**src/rtl/mantissa_sub_normalizer_if.sv**
```systemverilog
// Handshake and data bundle for the effective-subtraction mantissa stage.
// The master side drives operands and accepts results; the slave side is the datapath.
interface mantissa_sub_normalizer_if #(
    parameter int MAN_W = 24,
    parameter int EXP_W = 8
);
    logic             in_valid;
    logic             in_ready;
    logic [MAN_W-1:0] a_man;
    logic [MAN_W-1:0] b_man;
    logic [EXP_W-1:0] exp_in;
    logic             out_valid;
    logic             out_ready;
    logic [MAN_W-1:0] res_man;
    logic [EXP_W-1:0] res_exp;
    logic             res_sign;
    logic             res_zero;
    logic             underflow;

    modport master (
        output in_valid, a_man, b_man, exp_in, out_ready,
        input  in_ready, out_valid, res_man, res_exp, res_sign, res_zero, underflow
    );

    modport slave (
        input  in_valid, a_man, b_man, exp_in, out_ready,
        output in_ready, out_valid, res_man, res_exp, res_sign, res_zero, underflow
    );
endinterface

```
**src/rtl/mantissa_sub_normalizer.sv**
```systemverilog
// Effective-subtraction mantissa datapath: computes |a-b| with its sign, then
// renormalizes one bit per cycle, decrementing the exponent on each shift and
// stopping at exponent 0 with an underflow (denormal) flag.
module mantissa_sub_normalizer #(
    parameter int MAN_W = 24,
    parameter int EXP_W = 8
) (
    input  logic                      clk,
    input  logic                      rst,
    mantissa_sub_normalizer_if.slave  bus
);

    typedef enum logic [1:0] {
        IDLE = 2'd0,
        SUB  = 2'd1,
        NORM = 2'd2,
        DONE = 2'd3
    } state_t;

    state_t           state_r;
    logic [MAN_W-1:0] a_r;
    logic [MAN_W-1:0] b_r;
    logic [EXP_W-1:0] exp_r;
    logic [MAN_W-1:0] mag_r;
    logic             sign_r;
    logic             zero_r;
    logic             underflow_r;
    logic             out_valid_r;

    logic [MAN_W:0]   diff_s;
    logic             borrow_s;
    logic [MAN_W-1:0] mag_sub_s;
    logic             exp_low_s;

    // Subtraction at MAN_W+1 bits; the extra bit is the borrow that selects b-a.
    always_comb begin
        diff_s    = {1'b0, a_r} - {1'b0, b_r};
        borrow_s  = diff_s[MAN_W];
        mag_sub_s = borrow_s ? (b_r - a_r) : diff_s[MAN_W-1:0];
        // At exponent 1 the mantissa scale already equals the denormal scale.
        exp_low_s = (exp_r <= EXP_W'(1));
    end

    // Control FSM and datapath registers; all result outputs come from these flops.
    always_ff @(posedge clk) begin
        if (rst) begin
            state_r     <= IDLE;
            a_r         <= '0;
            b_r         <= '0;
            exp_r       <= '0;
            mag_r       <= '0;
            sign_r      <= 1'b0;
            zero_r      <= 1'b0;
            underflow_r <= 1'b0;
            out_valid_r <= 1'b0;
        end else begin
            case (state_r)
                IDLE: begin
                    if (bus.in_valid) begin
                        a_r         <= bus.a_man;
                        b_r         <= bus.b_man;
                        exp_r       <= bus.exp_in;
                        sign_r      <= 1'b0;
                        zero_r      <= 1'b0;
                        underflow_r <= 1'b0;
                        state_r     <= SUB;
                    end else begin
                        state_r     <= IDLE;
                    end
                end
                SUB: begin
                    if (a_r == b_r) begin
                        mag_r       <= '0;
                        sign_r      <= 1'b0;
                        zero_r      <= 1'b1;
                        exp_r       <= '0;
                        out_valid_r <= 1'b1;
                        state_r     <= DONE;
                    end else begin
                        mag_r       <= mag_sub_s;
                        sign_r      <= borrow_s;
                        state_r     <= NORM;
                    end
                end
                NORM: begin
                    if (mag_r[MAN_W-1]) begin
                        out_valid_r <= 1'b1;
                        state_r     <= DONE;
                    end else if (exp_low_s) begin
                        exp_r       <= '0;
                        underflow_r <= 1'b1;
                        out_valid_r <= 1'b1;
                        state_r     <= DONE;
                    end else begin
                        mag_r       <= {mag_r[MAN_W-2:0], 1'b0};
                        exp_r       <= exp_r - EXP_W'(1);
                        state_r     <= NORM;
                    end
                end
                DONE: begin
                    if (bus.out_ready) begin
                        out_valid_r <= 1'b0;
                        state_r     <= IDLE;
                    end else begin
                        state_r     <= DONE;
                    end
                end
                default: begin
                    out_valid_r <= 1'b0;
                    state_r     <= IDLE;
                end
            endcase
        end
    end

    assign bus.in_ready  = (state_r == IDLE) && !rst;
    assign bus.out_valid = out_valid_r;
    assign bus.res_man   = mag_r;
    assign bus.res_exp   = exp_r;
    assign bus.res_sign  = sign_r;
    assign bus.res_zero  = zero_r;
    assign bus.underflow = underflow_r;

endmodule

```
**src/flat_wrapper.sv**
```systemverilog
// flat-port wrapper written by rule: the top's interface ports become plain ports
module mantissa_sub_normalizer_flat 
#(
    parameter int MAN_W = 24,
    parameter int EXP_W = 8
)
  (clk, rst, bus_in_valid, bus_a_man, bus_b_man, bus_exp_in, bus_out_ready, bus_in_ready, bus_out_valid, bus_res_man, bus_res_exp, bus_res_sign, bus_res_zero, bus_underflow);
  mantissa_sub_normalizer_if #(.MAN_W(MAN_W), .EXP_W(EXP_W)) bus_i ();
  input  logic clk;
  input  logic rst;
  input wire logic [$bits(bus_i.in_valid)-1:0] bus_in_valid;
  input wire logic [$bits(bus_i.a_man)-1:0] bus_a_man;
  input wire logic [$bits(bus_i.b_man)-1:0] bus_b_man;
  input wire logic [$bits(bus_i.exp_in)-1:0] bus_exp_in;
  input wire logic [$bits(bus_i.out_ready)-1:0] bus_out_ready;
  output wire logic [$bits(bus_i.in_ready)-1:0] bus_in_ready;
  output wire logic [$bits(bus_i.out_valid)-1:0] bus_out_valid;
  output wire logic [$bits(bus_i.res_man)-1:0] bus_res_man;
  output wire logic [$bits(bus_i.res_exp)-1:0] bus_res_exp;
  output wire logic [$bits(bus_i.res_sign)-1:0] bus_res_sign;
  output wire logic [$bits(bus_i.res_zero)-1:0] bus_res_zero;
  output wire logic [$bits(bus_i.underflow)-1:0] bus_underflow;
  assign bus_i.in_valid = bus_in_valid;
  assign bus_i.a_man = bus_a_man;
  assign bus_i.b_man = bus_b_man;
  assign bus_i.exp_in = bus_exp_in;
  assign bus_i.out_ready = bus_out_ready;
  assign bus_in_ready = bus_i.in_ready;
  assign bus_out_valid = bus_i.out_valid;
  assign bus_res_man = bus_i.res_man;
  assign bus_res_exp = bus_i.res_exp;
  assign bus_res_sign = bus_i.res_sign;
  assign bus_res_zero = bus_i.res_zero;
  assign bus_underflow = bus_i.underflow;
  mantissa_sub_normalizer #(.MAN_W(MAN_W), .EXP_W(EXP_W)) u_core (.clk(clk), .rst(rst), .bus(bus_i));
endmodule
```
**config.mk**
```make
export PLATFORM = sky130hd
export DESIGN_NAME = mantissa_sub_normalizer_flat
export DESIGN_NICKNAME = d
export VERILOG_FILES = /design/src/rtl/mantissa_sub_normalizer_if.sv /design/src/rtl/mantissa_sub_normalizer.sv /design/src/flat_wrapper.sv
export SDC_FILE = /design/constraint.sdc
export NUM_CORES = 1
export LEC_CHECK = 0
export BUFFER_PORTS_ARGS = -buffer_cell sky130_fd_sc_hd__buf_2
export CAP_MARGIN = 20
export CORE_ASPECT_RATIO = 0.6
export CORE_MARGIN = 10
export CORE_UTILIZATION = 55
export DETAILED_ROUTE_END_ITERATION = 8
export PLACE_DENSITY = 0.78
export SLEW_MARGIN = 20
export SYNTH_ARGS = -nofsm -noshare
export SYNTH_HDL_FRONTEND = slang
export SYNTH_SLANG_ARGS = --single-unit
```
**constraint.sdc**
```tcl
create_clock -name clk -period 3.5 [get_ports clk]
set_clock_uncertainty 0.05 [all_clocks]
set_input_delay 0 -clock clk [delete_from_list [all_inputs] [get_ports clk]]
set_output_delay 0 -clock clk [all_outputs]
set_load 0.05 [all_outputs]
```
* Yosys cells after proc, flatten, opt, wreduce, memory -nomap -nowiden
Cells that the tools add are included.
Cells by class: $add $sub $neg 3, magnitude comparators 1, eq/ne operators 11, muxes and demuxes 27, reductions and logical operators 15
Operator list (number):
- two-way mux 24 bit | 4
- case mux 24 bit (2 select lines) | 1
- two-way mux 8 bit | 4
- subtractor 24 x 24 -> 25 bit | 1
- == test 24 bit | 1
- case mux 8 bit (3 select lines) | 1
- subtractor 24 bit | 1
- AND reduction 4 bit | 3
- two-way mux 1 bit | 10
- <= comparator 8 x 1 -> 1 bit, second input constant | 1
- != test 2 bit, second input constant | 4
- case mux 2 bit (4 select lines) | 1
- subtractor 8 x 1 -> 8 bit, second input constant | 1
- case mux 1 bit (2 select lines) | 3
- AND reduction 3 bit | 2
- nonzero test 2 bit | 3
- nonzero test 3 bit | 2
- == test 2 bit, second input constant | 2
- two-way mux 2 bit | 2
- != test 2 x 1 -> 1 bit, second input constant | 2
- AND reduction 2 bit | 2
- != test 3 x 1 -> 1 bit, second input constant | 1
- case mux 1 bit (3 select lines) | 1
- == test 2 x 1 -> 1 bit, second input constant | 1
- 3 further kinds | 3
Word-level totals: flip-flop bits (word level) 86, output and inout port bits 37, logic and storage cells 67

* Longest topological paths before layout
depth after elaboration 4, depth in mapped cells 13, depth with buffers taken out 12

* Worst setup path after synthesis
Ideal clock, no wire load.
path type reg2reg, start register u_core.b_r[13], end register u_core.exp_r[7], in the netlist u_core.bus.res_exp[7], data arrival time 2452 ps, path slack 871 ps, stages on the path, launching flop included 13, path buffers 2, period minus slack after synthesis 2629 ps, path through dfxtp_1 inv_1 ha_1 buf_4 nand4_2 or3_4 nor4_4 nor2b_2 a221oi_4 buf_6 o221ai_2 o21ai_1 nor2_1
Between the ends: word-level cells in the longest chain between the ends 3
Ends and longest elaborated chain:
- start: declaration | line mantissa_sub_normalizer.sv:22 | logic [MAN_W-1:0] b_r;
- start signal: assignment | line mantissa_sub_normalizer.sv:61 | b_r <= bus.b_man;
- == test 24 bit | line mantissa_sub_normalizer.sv:72 | if (a_r == b_r) begin
- != test 2 x 1 -> 1 bit (no source line)
- AND reduction 4 bit (no source line)
- end signal: assignment | line mantissa_sub_normalizer.sv:62 | exp_r <= bus.exp_in;
- end signal: assignment | line mantissa_sub_normalizer.sv:96 | exp_r <= exp_r - EXP_W'(1);
- end: declaration | line mantissa_sub_normalizer.sv:23 | logic [EXP_W-1:0] exp_r;
No other way between the ends. A chain may end at the register's enable or synchronous reset.

* Worst setup path in the final report
start register u_core.b_r[15], end register u_core.exp_r[4], in the netlist u_core.bus.res_exp[4]
The elaborated chain is that of the path after synthesis.

==> flow_summary.json <==
{
  "coreArea_um2": 10800,
  "die_h_um": 102,
  "period_share": 0.950,
  "cts_max_level": 3,
  "critPathKind": "reg -> reg",
  "grt_pass1_wl_um": 32000,
  "hold_viol": 0,
  "reg2reg_slack_ns": 0.18,
  "grt_pass1_vias": 6050,
  "yosysMostFrequentCell": "nand2_1",
  "diodes": 0,
  "worstReg2RegEnd": "u_core.bus.res_exp[4]$_SDFFE_PP0P_",
  "start_util": 0.576,
  "fin_crit_ns": 3.32,
  "rsz0062_at_grt": "false",
  "cts_root_buf": "clkbuf_16",
  "antenna_found_initial": 0,
  "cts_buffer_depth": 2,
  "cts.clk_slew.worst_paths_ns": 0.07,
  "nFillCells": 862,
  "cts.sinks": 86,
  "synth_ff_type": "dfxtp_1",
  "p_leak_nw": 3.31,
  "synth_area_per_cell_um2": 7.51,
  "cap_violations": 0,
  "synthTopCellsByCount": "nand2_1, a21oi_1, dfxtp_1",
  "wire_per_inst_um": 18.3,
  "max_freq_ghz": 0.301,
  "dieArea_um2": 16100,
  "area_growth_pct": 22.7,
  "first_pass_iters": 5,
  "synth-seq-cells": 86,
  "yosys_warnings": 0,
  "gp_congestion": 0.942,
  "crit_path_max_incr_delay_ns": 0.56,
  "yosys.area.top_type": "dfxtp_1",
  "grt_max_degree": 51,
  "tightest_slew_ns": 0.940,
  "cellPowerDensity_nw_per_um2": 761,
  "cp-start-kind": "register",
  "clk_latency_ns": 0.35,
  "postPlaceCellArea_um2": 6760,
  "worstHoldPathCells": 5,
  "ant_nets": 0,
  "crit_family": "simple AND/OR/NAND/NOR gates",
  "cp_max_fo": 15,
  "routed_wl_um": 20100,
  "setup_viol": 0,
  "rows": 29,
  "synth_area_um2": 6210,
  "finalInstanceArea_um2": 7620,
  "hold_path_end": "u_core.bus.res_exp[1]$_SDFFE_PP0P_",
  "syn_nets": 941,
  "ir_drop_mv": 0.357,
  "status": "completed",
  "maxSlewHeadroom": 0.373,
  "synth_edf_count": 0,
  "vias_per_cell": 5.93,
  "overflow": 0,
  "cp_cell_sequence": "inv_1, ha_1, nand4_2, or3_4, nor4_4, nor2b_2, a221oi_4, buf_12, o21ai_0, a22oi_1, nor2_1",
  "slew_viol_final": 0,
  "slowest_stage": "nor4_4",
  "reg2regPathDepth": 11,
  "totalPowerFinal_w": 0.00579,
  "tns_ns": 0,
  "nets": 1068,
  "synth-seq-area-share": 0.277,
  "cp_num_buf_inv": 2,
  "hold_class": "in -> reg",
  "gr-usage-all-layers": 0.246,
  "required_ns": 3.66,
  "portBuffers": 96,
  "vias": 6502,
  "r2r_start": "u_core.b_r[15]$_SDFFE_PP0P_",
  "worstHoldStart": "bus_exp_in[1]",
  "hpwl_um": 14800,
  "top_level_ports": 97,
  "drive_gt1_frac": 0.167,
  "synthDominantCellAreaShare": 0.277,
  "drc_errors": 0,
  "cts_buffers": 9,
  "cts_tree": "built",
  "drt_iter0_drc": 668,
  "syn-instance-count": 826,
  "synthTopCellsByArea": "dfxtp_1, ha_1, a21oi_1, nand2_1, inv_1",
  "cp-end-kind": "register",
  "die_w_um": 157,
  "synth_cell_types": 69,
  "synthArstFlopShare": 0,
  "cp_data_arrival_time_ns": 3.48
}
## cell families after synthesis
group / count (synthesis) / share of synthesized area
compound gates: 278 / 0.291
xor+xnor: 18 / 0.0254
fa+ha+maj: 55 / 0.113
buf+inv: 123 / 0.0855
flops: 86 / 0.277
mux: 9 / 0.0151
simple gates: 257 / 0.193
## metrics by stage
stage | hold slack, ns | utilization | std cells | setup slack [ns]
2_1_floorplan | 0.0860 | - | 826 | 0.871
3_3_place_gp | 0.190 | 0.628 | 1028 | 0.201
3_5_place_dp | 0.195 | 0.628 | 1028 | 0.0929
4_1_cts | 0.00600 | 0.703 | 1093 | 0.0677
5_1_grt | 0.0483 | 0.707 | 1097 | 0.0589
6_report | 0.00872 | 0.707 | 1097 | 0.176
## layer usage
layer / global-route usage / vias to the layer above / share of wire / wire (µm)
met1: 0.358 / 2999 / 0.48 / 9700
met3: 0.0826 / 22 / 0.12 / 2330
met5: 0 / - / 0 / 0
met4: 0.0479 / 0 / 0.010 / 206
met2: 0.341 / 307 / 0.39 / 7880
li1: - / 3174 / - / -
## what timing repair did
item / in CTS / in global routing
hold endpoints to repair: 50 / 0
buffers inserted: 0 / 4
hold buffers: 49 / 0
gates resized for setup: 0 / 0
endpoints found under the setup margin: 0 / 16
## report_power, final
part | switching [W] | total, W | internal (W)
Combinational | 0.00219 | 0.00339 | 0.00120
Sequential | 0.000184 | 0.00135 | 0.00116
Clock | 0.000429 | 0.00106 | 0.000628
Total | 0.00280 | 0.00579 | 0.00299
## cells in the final DEF (no fill, tap or decap), types with 5 or more instances in the layout
cell type,count
nand2_1,123
a21oi_1,105
buf_2,96
dfxtp_1,86
inv_1,70
ha_1,53
dlygate4sd3_1,49
nor2_1,46
o21ai_0,36
a22oi_1,26
o22ai_1,23
buf_4,22
nand3_1,20
a21o_1,19
nor3_1,14
xnor2_1,11
nand4_1,10
clkbuf_16,9
nand2b_1,7
o211ai_1,7
o221ai_1,7
xor2_1,7
a31oi_1,6
mux2i_1,6
and2_1,5
nor4_1,5
o21a_1,5
nor2b_1,5
o21bai_1,5
## layout make-up
class                   instances  area [µm²]  area share
repair buffers                169        1180       0.154
clock inverters                 7        95.1      0.0125
flip-flops and latches         86        1720       0.226
well taps                     139         174      0.0228
clock buffers                   9         225      0.0296
multi-input cells             617        3960       0.520
inverters                      70         263      0.0345
## worst max-delay path by stage
stage                                     start                                  end  slack [ns]  cells past startpoint
global route         u_core.b_r[3]$_SDFFE_PP0P_  u_core.bus.res_man[16]$_SDFFE_PP0P_        0.06                     11
floorplan           u_core.b_r[13]$_SDFFE_PP0P_   u_core.bus.res_exp[7]$_SDFFE_PP0P_        0.87                     12
CTS                 u_core.b_r[15]$_SDFFE_PP0P_   u_core.bus.res_exp[6]$_SDFFE_PP0P_        0.07                     10
global placement    u_core.b_r[16]$_SDFFE_PP0P_   u_core.bus.res_exp[4]$_SDFFE_PP0P_        0.20                     10
finish              u_core.b_r[15]$_SDFFE_PP0P_   u_core.bus.res_exp[4]$_SDFFE_PP0P_        0.18                     11
detailed placement  u_core.b_r[15]$_SDFFE_PP0P_   u_core.bus.res_exp[6]$_SDFFE_PP0P_        0.09                     10
## worst register-to-register path, cell delays in order, from the launching register on
cell	delay [ns]
dfxtp_1	0.36
inv_1	0.06
ha_1	0.52
nand4_2	0.23
or3_4	0.48
nor4_4	0.56
nor2b_2	0.17
a221oi_4	0.27
buf_12	0.17
o21ai_0	0.08
a22oi_1	0.19
nor2_1	0.06
## flip-flops by register name (all words and copies together), names as in the netlist
register	count
u_core.bus.res_exp	8
u_core.a_r	24
u_core.bus.out_valid	1
u_core.bus.res_zero	1
u_core.bus.res_man	24
u_core.state_r	2
u_core.bus.res_sign	1
u_core.bus.underflow	1
u_core.b_r	24
Note: power is estimated with default switching activity, not from simulation.
